$ cat src/rtl/mips_pkg.sv
// Shared fetch-side types and constants: word width, default imem size, the buffered fetch entry
// and the MIPS opcode/funct encodings used when decoding fetched words.
package mips_pkg;

    localparam int WORD_W         = 32;
    localparam int IMEM_DEPTH_DEF = 128;

    typedef struct packed {
        logic [WORD_W-1:0] instr;
        logic [WORD_W-1:0] pc;
    } fetch_entry_t;

    localparam logic [5:0] OP_RTYPE = 6'b000000;
    localparam logic [5:0] OP_BEQ   = 6'b000100;
    localparam logic [5:0] FN_ADD   = 6'b100000;
    localparam logic [5:0] FN_SUB   = 6'b100010;

endpackage

$ cat src/rtl/fetch_fifo.sv
// Power-of-two circular buffer of fetch entries; head entry read combinationally.
// Flush empties the buffer on the same edge, but a concurrent pop still retires its head entry.
module fetch_fifo
    import mips_pkg::*;
#(
    parameter int  DEPTH   = 2,
    parameter type entry_t = fetch_entry_t
) (
    input  logic                   clk,
    input  logic                   reset,
    input  logic                   push,
    input  logic                   pop,
    input  logic                   flush,
    input  entry_t                 wr_entry,
    output logic                   full,
    output logic                   empty,
    output logic [$clog2(DEPTH):0] count,
    output entry_t                 head_entry
);

    localparam int PW = $clog2(DEPTH);
    localparam int CW = PW + 1;

    entry_t        mem [DEPTH];
    logic [PW-1:0] head;
    logic [PW-1:0] tail;
    logic [PW-1:0] head_nxt;

    assign head_nxt   = pop ? head + 1'b1 : head;
    assign full       = (count == CW'(DEPTH));
    assign empty      = (count == '0);
    assign head_entry = mem[head];

    always_ff @(posedge clk) begin
        if (reset) begin
            head  <= '0;
            tail  <= '0;
            count <= '0;
            for (int i = 0; i < DEPTH; i++) mem[i] <= '0;
        end else if (flush) begin
            // Collapse tail onto the post-pop head so the buffer restarts empty
            head  <= head_nxt;
            tail  <= head_nxt;
            count <= '0;
        end else begin
            head <= head_nxt;
            if (push) begin
                mem[tail] <= wr_entry;
                tail      <= tail + 1'b1;
            end
            case ({push, pop})
                2'b10:   count <= count + 1'b1;
                2'b01:   count <= count - 1'b1;
                default: count <= count;
            endcase
        end
    end

endmodule

$ cat src/rtl/instruction_fetch_unit.sv
// PC, redirect and out-of-range fault control around a small fetch buffer feeding decode.
// Optional performance counters (fetched/flushed/stall) are built when IFU_PERF_CNT_EN is defined.
module instruction_fetch_unit
    import mips_pkg::*;
#(
    parameter int          IMEM_DEPTH = IMEM_DEPTH_DEF,
    parameter int          FIFO_DEPTH = 2,
    parameter logic [31:0] RESET_PC   = '0
) (
    input  logic        clk,
    input  logic        reset,
    output logic [31:0] imem_addr,
    input  logic [31:0] imem_instr,
    output logic        inst_valid,
    input  logic        inst_ready,
    output logic [31:0] inst_data,
    output logic [31:0] inst_pc,
    input  logic        redirect_valid,
    input  logic [31:0] redirect_pc,
`ifdef IFU_PERF_CNT_EN
    output logic [31:0] perf_fetched,
    output logic [31:0] perf_flushed,
    output logic [31:0] perf_stall,
`endif
    output logic        fetch_fault
);

    localparam int          CW      = $clog2(FIFO_DEPTH) + 1;
    localparam logic [31:0] IMEM_TOP = 32'(IMEM_DEPTH);

    logic [31:0]   pc;
    logic          push;
    logic          pop;
    logic          fifo_full;
    logic          fifo_empty;
    logic [CW-1:0] fifo_count;
    fetch_entry_t  wr_entry;
    fetch_entry_t  head_entry;

    assign imem_addr  = pc;
    assign inst_valid = !fifo_empty;
    assign inst_data  = head_entry.instr;
    assign inst_pc    = head_entry.pc;
    assign pop        = inst_valid && inst_ready;
    assign push       = !redirect_valid && !fetch_fault && (pc < IMEM_TOP) && (!fifo_full || pop);
    assign wr_entry   = '{instr: imem_instr, pc: pc};

    fetch_fifo #(
        .DEPTH   (FIFO_DEPTH),
        .entry_t (fetch_entry_t)
    ) u_fifo (
        .clk        (clk),
        .reset      (reset),
        .push       (push),
        .pop        (pop),
        .flush      (redirect_valid),
        .wr_entry   (wr_entry),
        .full       (fifo_full),
        .empty      (fifo_empty),
        .count      (fifo_count),
        .head_entry (head_entry)
    );

    always_ff @(posedge clk) begin
        if (reset) begin
            pc          <= RESET_PC;
            fetch_fault <= 1'b0;
        end else if (redirect_valid) begin
            pc          <= redirect_pc;
            fetch_fault <= 1'b0;
        end else begin
            if (push) pc <= pc + 32'd1;
            if (pc >= IMEM_TOP) fetch_fault <= 1'b1;
        end
    end

`ifdef IFU_PERF_CNT_EN
    always_ff @(posedge clk) begin
        if (reset) begin
            perf_fetched <= '0;
            perf_flushed <= '0;
            perf_stall   <= '0;
        end else begin
            if (push) perf_fetched <= perf_fetched + 32'd1;
            // Entries dropped by a redirect exclude the one decode takes on the same edge
            if (redirect_valid) perf_flushed <= perf_flushed + 32'(fifo_count - CW'(pop));
            if (!push && !fetch_fault) perf_stall <= perf_stall + 32'd1;
        end
    end
`else
    logic unused_count;
    assign unused_count = ^fifo_count;
`endif

endmodule

$ cat config.mk
export PLATFORM = sky130hd
export DESIGN_NAME = instruction_fetch_unit
export DESIGN_NICKNAME = d
export VERILOG_FILES = /design/src/rtl/mips_pkg.sv /design/src/rtl/fetch_fifo.sv /design/src/rtl/instruction_fetch_unit.sv
export SDC_FILE = /design/constraint.sdc
export NUM_CORES = 1
export LEC_CHECK = 0
export CORE_MARGIN = 5
export CORE_UTILIZATION = 50
export DETAILED_ROUTE_END_ITERATION = 7
export GPL_TIMING_DRIVEN = 0
export PLACE_DENSITY = 0.83
export SYNTH_ARGS = -nofsm -noshare
export SYNTH_HDL_FRONTEND = slang
export SYNTH_SLANG_ARGS = --single-unit
$ cat constraint.sdc
create_clock -name clk -period 13 [get_ports clk]
set_input_delay 2.6 -clock clk [delete_from_list [all_inputs] [get_ports clk]]
set_output_delay 2.6 -clock clk [all_outputs]
set_load 0.03 [all_outputs]
==> flow_metrics.tcl, run 1 <==
set metrics [dict create \
    outcome "complete, no violations" \
    maxSlewViolCount 0 \
    cts.sinks 165 \
    antenna_found_initial 0 \
    fin_skew_ps 7.62 \
    required_ps 10400 \
    viasPerCell 4.88 \
    clkTransAtPathRegs_ps 60 \
    netlist_instances 461 \
    synthArstFlopShare_pct 0 \
    htreeDepth 4 \
    vias 4349 \
    synth-seq-cells 165 \
    gp_congestion 0.775 \
    io_buffer_count 164 \
    drt_iter0_drc 188 \
    drive_above_1_share_pct 18.3 \
    num-nets-final 773 \
    synth.distinct_cells 41 \
    power_density_nw_per_um2 125 \
    total_power_mw 1.19 \
    overflow 0 \
    fill_cells 911 \
    critical_path.most_common_cell "clkbuf_1" \
    core_um2 13300 \
    ys.flop_type "edfxtp_1" \
    dr.pass1.iters 4 \
    synth_top_area_cell "edfxtp_1" \
    synth_area_leaders "edfxtp_1, dfxtp_1, mux2_2, and2_1, mux2i_1" \
    clock_path_buffers 2 \
    ys_seq_area_share_pct 66.7 \
    die_w_um 127 \
    syn_to_final_growth_pct 39.1 \
    drt-wirelength-per-cell_um 16.3 \
    start_kind "register" \
    worst_pin_slew_ps 703 \
    setup_viol 0 \
    slew_headroom_pct 52.6 \
    cp_slowest_cell "clkdlybuf4s50_1" \
    place_area_um2 9030 \
    hold_violations 0 \
    numCtsBuffers 17 \
    first_global_vias 4602 \
    post-route-min-period_ps 5500 \
    drv_cap 0 \
    worst_setup_path_end_kind "output port" \
    post_cts_buffers 0 \
    die_h_um 127 \
    multiInputGateArea_um2 2360 \
    syn_avg_cell_area_um2 14.9 \
    synth_common_cells "edfxtp_1, and2_1, mux2_2" \
    grt_max_degree 35 \
    synth_edf_count 128 \
    synth.cell_area_um2 6880 \
    hold_buffers 0 \
    slowest_delay_ps 630 \
    routed_wl_um 14600 \
    route.detailed.drc 0 \
    path_max_fanout 10 \
    initial_core_util_pct 51.5 \
    critical_path.cell_chain "clkbuf_1 > clkbuf_1 > mux2_2 > clkdlybuf4s50_1" \
    ant_nets 0 \
    critPathBufInv 3 \
    setup_tns_ps 0 \
    yosysTopAreaCellShare_pct 55.9 \
    cts_resized 0 \
    yosysWarnings 0 \
    final_area_um2 9570 \
    critPathKind "reg -> out" \
    cp.arrival_ps 2900 \
    rows 42 \
    regArea_um2 4580 \
    ir_drop_v 0.0000689 \
    path_delay_family "buffers and inverters" \
    grt_usage_pct 18.3 \
    io_pins 166 \
    yosysMostFrequentCell "edfxtp_1" \
    place_hpwl_um 10700 \
    fmax_mhz 182 \
    cts-root-buf "clkbuf_16" \
    grt_pass1_wl_um 23200 \
    hp-class "reg -> reg" \
    fin_crit_sh_pct 42.3 \
    cts_tree "yes" \
    p_leak_nw 3.59 \
    antenna_cells 0 \
    clock_latency_ps 410 \
    die_area_um2 16200 \
    rsz0062_at_grt "no" \
]
## worst min-delay path: cells and delay by family, from the launching register on
kind	cells	cell delay, ps
flip-flops	1	320
multiplexers	1	120
AND/OR/NAND/NOR	1	50
## metrics by stage
stage               worst slack, ps  hold slack (ps)  utilization (%)  instances
floorplan                      2870              518                -        510
global placement              -1190              514             66.9        850
detailed placement             7740              521             67.7        860
CTS                            7430              546             71.7        891
global route                   7340              567             71.7        891
finish                         7500              544             71.7        891
## where the power goes
part | switching, mW | leakage [nW] | internal [mW] | total, mW
Sequential | 0.0135 | 1.60 | 0.595 | 0.608
Combinational | 0.0717 | 1.72 | 0.0639 | 0.136
Clock | 0.190 | 0.268 | 0.260 | 0.450
Total | 0.275 | 3.59 | 0.919 | 1.19
## path summary, 6_finish.rpt
kind	to	startpoint	slack [ps]	depth (start not counted)
max	inst_data[20]	u_fifo.head	7500	4
min	imem_addr[15]	imem_addr[15]	540	2
max reg2reg	u_fifo.mem[0][37]	fetch_fault	10180	7
min reg2reg	imem_addr[15]	imem_addr[15]	540	2
## layer usage
| layer | share of wire, % | up-vias | track usage [%] | wire [µm] |
|---|---|---|---|---|
| li1 | - | 2106 | - | - |
| met1 | 40 | 2059 | 21.3 | 5820 |
| met2 | 51 | 168 | 31.6 | 7420 |
| met3 | 8.0 | 16 | 6.76 | 1170 |
| met4 | 1.1 | 0 | 5.93 | 159 |
| met5 | 0 | - | 0 | 0 |
## cell usage in the layout (no fill, tap or decap), types with 4 or more instances in the layout
cell and instances:
buf_4 10, mux2_2 64, dfxtp_1 37, a21oi_1 4, edfxtp_1 128, inv_1 5
nor3_1 6, nand2_1 6, nor4_2 6, a211oi_1 5, nor2_1 34, nand3_1 4
conb_1 50, and2_1 78, clkbuf_16 17, o21ai_0 4, mux2i_1 25, clkinv_2 7
clkdlybuf4s50_1 164, clkbuf_1 14, xnor2_1 6
## state kept, by name, summed over array words and instances (netlist names)
name,cells
u_fifo.mem,128
imem_addr,32
u_fifo.tail,1
u_fifo.head,1
u_fifo.count,2
fetch_fault,1
## cells by family after synthesis
logic type	Yosys count	synth area share [%]
fa+ha+maj	2	0.364
flops	165	66.7
simple gates	149	14.1
xor+xnor	8	1.02
mux	89	14.1
other cells	1	0.0545
compound gates	18	1.75
buf+inv	29	1.98
## final cells by class
class / count / share of cell area, %
Buffer: 24 / 1.23
Clock buffer: 17 / 4.45
Clock inverter: 14 / 1.18
Inverter: 5 / 0.196
Multi-Input combinational cell: 316 / 24.6
Sequential cell: 165 / 47.9
Tap cell: 176 / 2.30
Timing Repair Buffer: 174 / 18.1
No activity file was read; power rests on OpenSTA's default activity.
==> run 2, diff against run 1 <==
==> constraint.sdc (replaced) <==
create_clock -name clk -period 5.4 [get_ports clk]
set_input_delay 1.08 -clock clk [delete_from_list [all_inputs] [get_ports clk]]
set_output_delay 1.08 -clock clk [all_outputs]
set_load 0.03 [all_outputs]
==> flow_metrics.tcl, run 2 (synthesized netlist as in run 1, its figures left out) <==
set metrics [dict create \
    clock_latency_ps 420 \
    cts_tree "yes" \
    cp.arrival_ps 2880 \
    slew_headroom_pct 49.7 \
    grt_usage_pct 18.8 \
    initial_core_util_pct 51.5 \
    io_pins 166 \
    largest-register "u_fifo.mem" \
    post_cts_buffers 0 \
    final_cell_count_no_fill 888 \
    cts_resized 0 \
    core_um2 13300 \
    post-route-min-period_ps 3960 \
    total_power_mw 2.95 \
    vias 4397 \
    power_density_nw_per_um2 306 \
    maxSlewViolCount 0 \
    critical_path.most_common_cell "clkbuf_1" \
    grt_max_degree 50 \
    gp_congestion 0.787 \
    drt-wirelength-per-cell_um 16.6 \
    final_area_um2 9620 \
    critical_path.cell_chain "clkbuf_1 > clkbuf_1 > mux2_2 > clkdlybuf4s50_1" \
    overflow 0 \
    drt_iter0_drc 216 \
    die_h_um 127 \
    mostFrequentLayoutCells "clkdlybuf4s50_1, edfxtp_1, and2_1, mux2_2, conb_1" \
    finalWorstSetupSlack_ps 1440 \
    first_global_vias 4635 \
    place_inst 856 \
    io_buffer_count 164 \
    final_util_pct 72.1 \
    die_area_um2 16200 \
    rows 42 \
    htreeDepth 4 \
    dpl_worst_slack_ps 1690 \
    route.detailed.drc 0 \
    place_hpwl_um 10800 \
    cts-root-buf "clkbuf_16" \
    hold_buffers 0 \
    largest_register_ffs 128 \
    grt_pass1_wl_um 23500 \
    fin_skew_ps 11.2 \
    clock_path_buffers 2 \
    critPathKind "reg -> out" \
    whs_ps 553 \
    path_max_fanout 10 \
    layout_commonest_cell "clkdlybuf4s50_1" \
    numCtsBuffers 17 \
    cp_slowest_cell "clkdlybuf4s50_1" \
    slowest_delay_ps 630 \
    setup_viol 0 \
    outcome "complete, no violations" \
    antenna_cells 0 \
    fin_crit_sh_pct 73.3 \
    ant_nets 0 \
    worst_pin_slew_ps 752 \
    clkTransAtPathRegs_ps 60 \
    fmax_mhz 253 \
    hold_violations 0 \
    p_leak_nw 3.60 \
    hp-class "reg -> reg" \
    start_kind "register" \
    die_w_um 127 \
    worst_setup_path_end_kind "output port" \
    rsz0062_at_grt "no" \
    routed_wl_um 14800 \
    ir_drop_v 0.000197 \
    viasPerCell 4.95 \
    syn_to_final_growth_pct 39.8 \
    antenna_found_initial 0 \
    place_area_um2 9050 \
    dr.pass1.iters 4 \
    setup_tns_ps 0 \
    required_ps 4320 \
    num-nets-final 769 \
    cts.sinks 165 \
    drive_above_1_share_pct 17.1 \
    drv_cap 0 \
]
## run 2: power breakdown
group	internal (mW)	switching (mW)
clock network	0.705	0.446
logic	0.155	0.175
registers	1.43	0.0326
total	2.29	0.654
## run 2: critical path, delay by kind of cell, from the launching register on
family	cells	cell delay, ps
muxes	1	400
DFF	1	350
buffers and inverters	3	1710
## run 2: layer usage
layer | vias to the layer above | routed length [µm] | GRT usage, %
met3 | 11 | 1250 | 6.76
met5 | - | 0 | 0
met1 | 2139 | 5870 | 21.7
li1 | 2100 | - | -
met2 | 147 | 7550 | 32.4
met4 | 0 | 113 | 6.37
## run 2: layout make-up
class	instances	area (µm²)
sequential	165	4580
fill	881	3730
clock buffer	28	522
buffer	24	118
multi-input combinational	316	2370
inverter	5	18.8
clock inverter	4	46.3
timing repair buffer	170	1740
tap	176	220
## run 2: worst paths after layout
kind           startpoint           endpoint  slack, ps  cells past startpoint
max           u_fifo.head      inst_data[21]       1440                      4
min          imem_addr[8]       imem_addr[8]        550                      2
max reg2reg  imem_addr[7]  u_fifo.mem[0][11]       2680                      7
min reg2reg  imem_addr[8]       imem_addr[8]        550                      2
==> run 3, diff against run 2 <==
--- a/config.mk
+++ b/config.mk
@@ -6,10 +6,10 @@
 export NUM_CORES = 1
 export LEC_CHECK = 0
 export CORE_MARGIN = 5
-export CORE_UTILIZATION = 50
+export CORE_UTILIZATION = 45
 export DETAILED_ROUTE_END_ITERATION = 7
 export GPL_TIMING_DRIVEN = 0
-export PLACE_DENSITY = 0.83
+export PLACE_DENSITY = 0.79
 export SYNTH_ARGS = -nofsm -noshare
 export SYNTH_HDL_FRONTEND = slang
 export SYNTH_SLANG_ARGS = --single-unit
==> constraint.sdc (replaced) <==
create_clock -name clk -period 3.43 [get_ports clk]
set_input_delay 0.686 -clock clk [delete_from_list [all_inputs] [get_ports clk]]
set_output_delay 0.686 -clock clk [all_outputs]
set_load 0.03 [all_outputs]
==> flow_metrics.tcl, run 3 (synthesized netlist as in run 1, its figures left out) <==
set metrics [dict create \
    hold_violations 0 \
    fmax_mhz 304 \
    critPathKind "reg -> out" \
    antenna_cells 0 \
    slew_headroom_pct 52.0 \
    timing.critical_path.from "u_fifo.head" \
    hp-class "reg -> reg" \
    worst_setup_path_end_kind "output port" \
    initial_core_util_pct 45.6 \
    cts_tree "yes" \
    power_density_nw_per_um2 471 \
    syn_to_final_growth_pct 40.0 \
    place_hpwl_um 10700 \
    critical_path.cell_chain "clkbuf_2 > clkbuf_1 > mux2_2 > clkdlybuf4s50_1" \
    worst_pin_slew_ps 719 \
    place_area_um2 9100 \
    die_w_um 134 \
    post_cts_buffers 0 \
    numCtsBuffers 17 \
    io_buffer_count 164 \
    drv_cap 0 \
    cts.sinks 165 \
    drt-wirelength-per-cell_um 16.6 \
    clock_path_buffers 2 \
    rrSetupSlack_ps 890 \
    num-nets-final 769 \
    ir_drop_v 0.000334 \
    path_max_fanout 10 \
    maxSlewViolCount 0 \
    p_leak_nw 3.59 \
    largest-register "u_fifo.mem" \
    outcome "complete, no violations" \
    cp.arrival_ps 2610 \
    place_inst 868 \
    cp_slowest_cell "clkdlybuf4s50_1" \
    grt_usage_pct 17.3 \
    rsz0062_at_grt "no" \
    io_pins 166 \
    vias 4374 \
    whs_ps 541 \
    start_kind "register" \
    ant_nets 0 \
    largest_register_ffs 128 \
    layout_commonest_cell "clkdlybuf4s50_1" \
    grt_max_degree 36 \
    final_cell_count_no_fill 899 \
    gp_congestion 0.753 \
    mostFrequentLayoutCells "clkdlybuf4s50_1, edfxtp_1, and2_1, mux2_2, conb_1" \
    slowest_delay_ps 630 \
    worstRegToRegCells 6 \
    setup_viol 0 \
    fin_crit_sh_pct 95.9 \
    final_area_um2 9630 \
    drt_iter0_drc 179 \
    r2r-start "imem_addr[29]" \
    first_global_vias 4700 \
    post-route-min-period_ps 3290 \
    grt_pass1_wl_um 24200 \
    die_area_um2 17900 \
    clkTransAtPathRegs_ps 60 \
    fin_skew_ps 7.49 \
    routed_wl_um 14900 \
    finalWorstSetupSlack_ps 139 \
    antenna_found_initial 0 \
    worstReg2RegEnd "u_fifo.mem[0][53]" \
    clock_latency_ps 420 \
    rows 45 \
    cp-endpoint "inst_data[30]" \
    setup_tns_ps 0 \
    dr.pass1.iters 4 \
    htreeDepth 4 \
    required_ps 2740 \
    drive_above_1_share_pct 19.0 \
    overflow 0 \
    core_um2 15100 \
    hold_buffers 0 \
    dpl_worst_slack_ps 126 \
    cts-root-buf "clkbuf_16" \
    route.detailed.drc 0 \
    viasPerCell 4.87 \
    die_h_um 134 \
]
-- run 3: cell types whose count changed in the layout (fill, tap and decap cells not counted), sizes merged --
cell,previous run,this run
clkbuf,44,38
inv,6,5
clkinv,2,3
clkinvlp,0,5
-- run 3: through the flow --
step                      util, %  total power, mW
after floorplan                 -             2.61
after global placement       59.6             2.85
after detailed placement     60.3             2.87
after CTS                    63.8             4.58
after global routing         63.8             4.70
final                        63.8             4.53
-- run 3: worst min path at each step --
stage                   from       endpoint  slack [ps]  depth (start not counted)
2_1_floorplan    u_fifo.head    u_fifo.head         520                          2
3_3_place_gp   imem_addr[22]  imem_addr[22]         520                          2
3_5_place_dp   imem_addr[15]  imem_addr[15]         530                          2
4_1_cts        imem_addr[15]  imem_addr[15]         550                          2
5_1_grt        imem_addr[27]  imem_addr[27]         570                          2
6_report       imem_addr[15]  imem_addr[15]         540                          2
-- run 3: layout make-up --
class | count | area [µm²]
clock inverter | 9 | 82.6
multi-input combinational | 316 | 2400
fill | 1112 | 5460
tap | 188 | 235
buffer | 24 | 123
clock buffer | 22 | 444
sequential | 165 | 4600
timing repair buffer | 170 | 1730
inverter | 5 | 18.8
-- run 3: timing repair --
| action | in CTS | in global routing |
|---|---|---|
| resized for setup | 1 | 6 |
| endpoints found under the setup margin | 60 | 15 |
| pin swaps | 0 | 0 |
-- run 3: report_power, final --
group / internal [mW] / leakage (nW) / switching, mW / total [mW]
logic: 0.247 / 1.74 / 0.274 / 0.520
clock network: 0.988 / 0.240 / 0.717 / 1.71
registers: 2.25 / 1.60 / 0.0542 / 2.31
total: 3.49 / 3.58 / 1.04 / 4.53
-- run 3: worst max-delay path: cells and delay by family (launching register included) --
family | cells | cell delay (ps)
buffers and inverters | 3 | 1450
DFF | 1 | 340
muxes | 1 | 410
-- run 3: layer usage --
metal | wire length, µm | GRT usage (%) | up-vias | part of all wire [%]
met5 | 0 | 0 | - | 0
li1 | - | - | 2098 | -
met1 | 6300 | 21.7 | 2077 | 42
met4 | 307 | 6.34 | 0 | 2.1
met3 | 1070 | 6.00 | 27 | 7.2
met2 | 7230 | 28.0 | 172 | 48
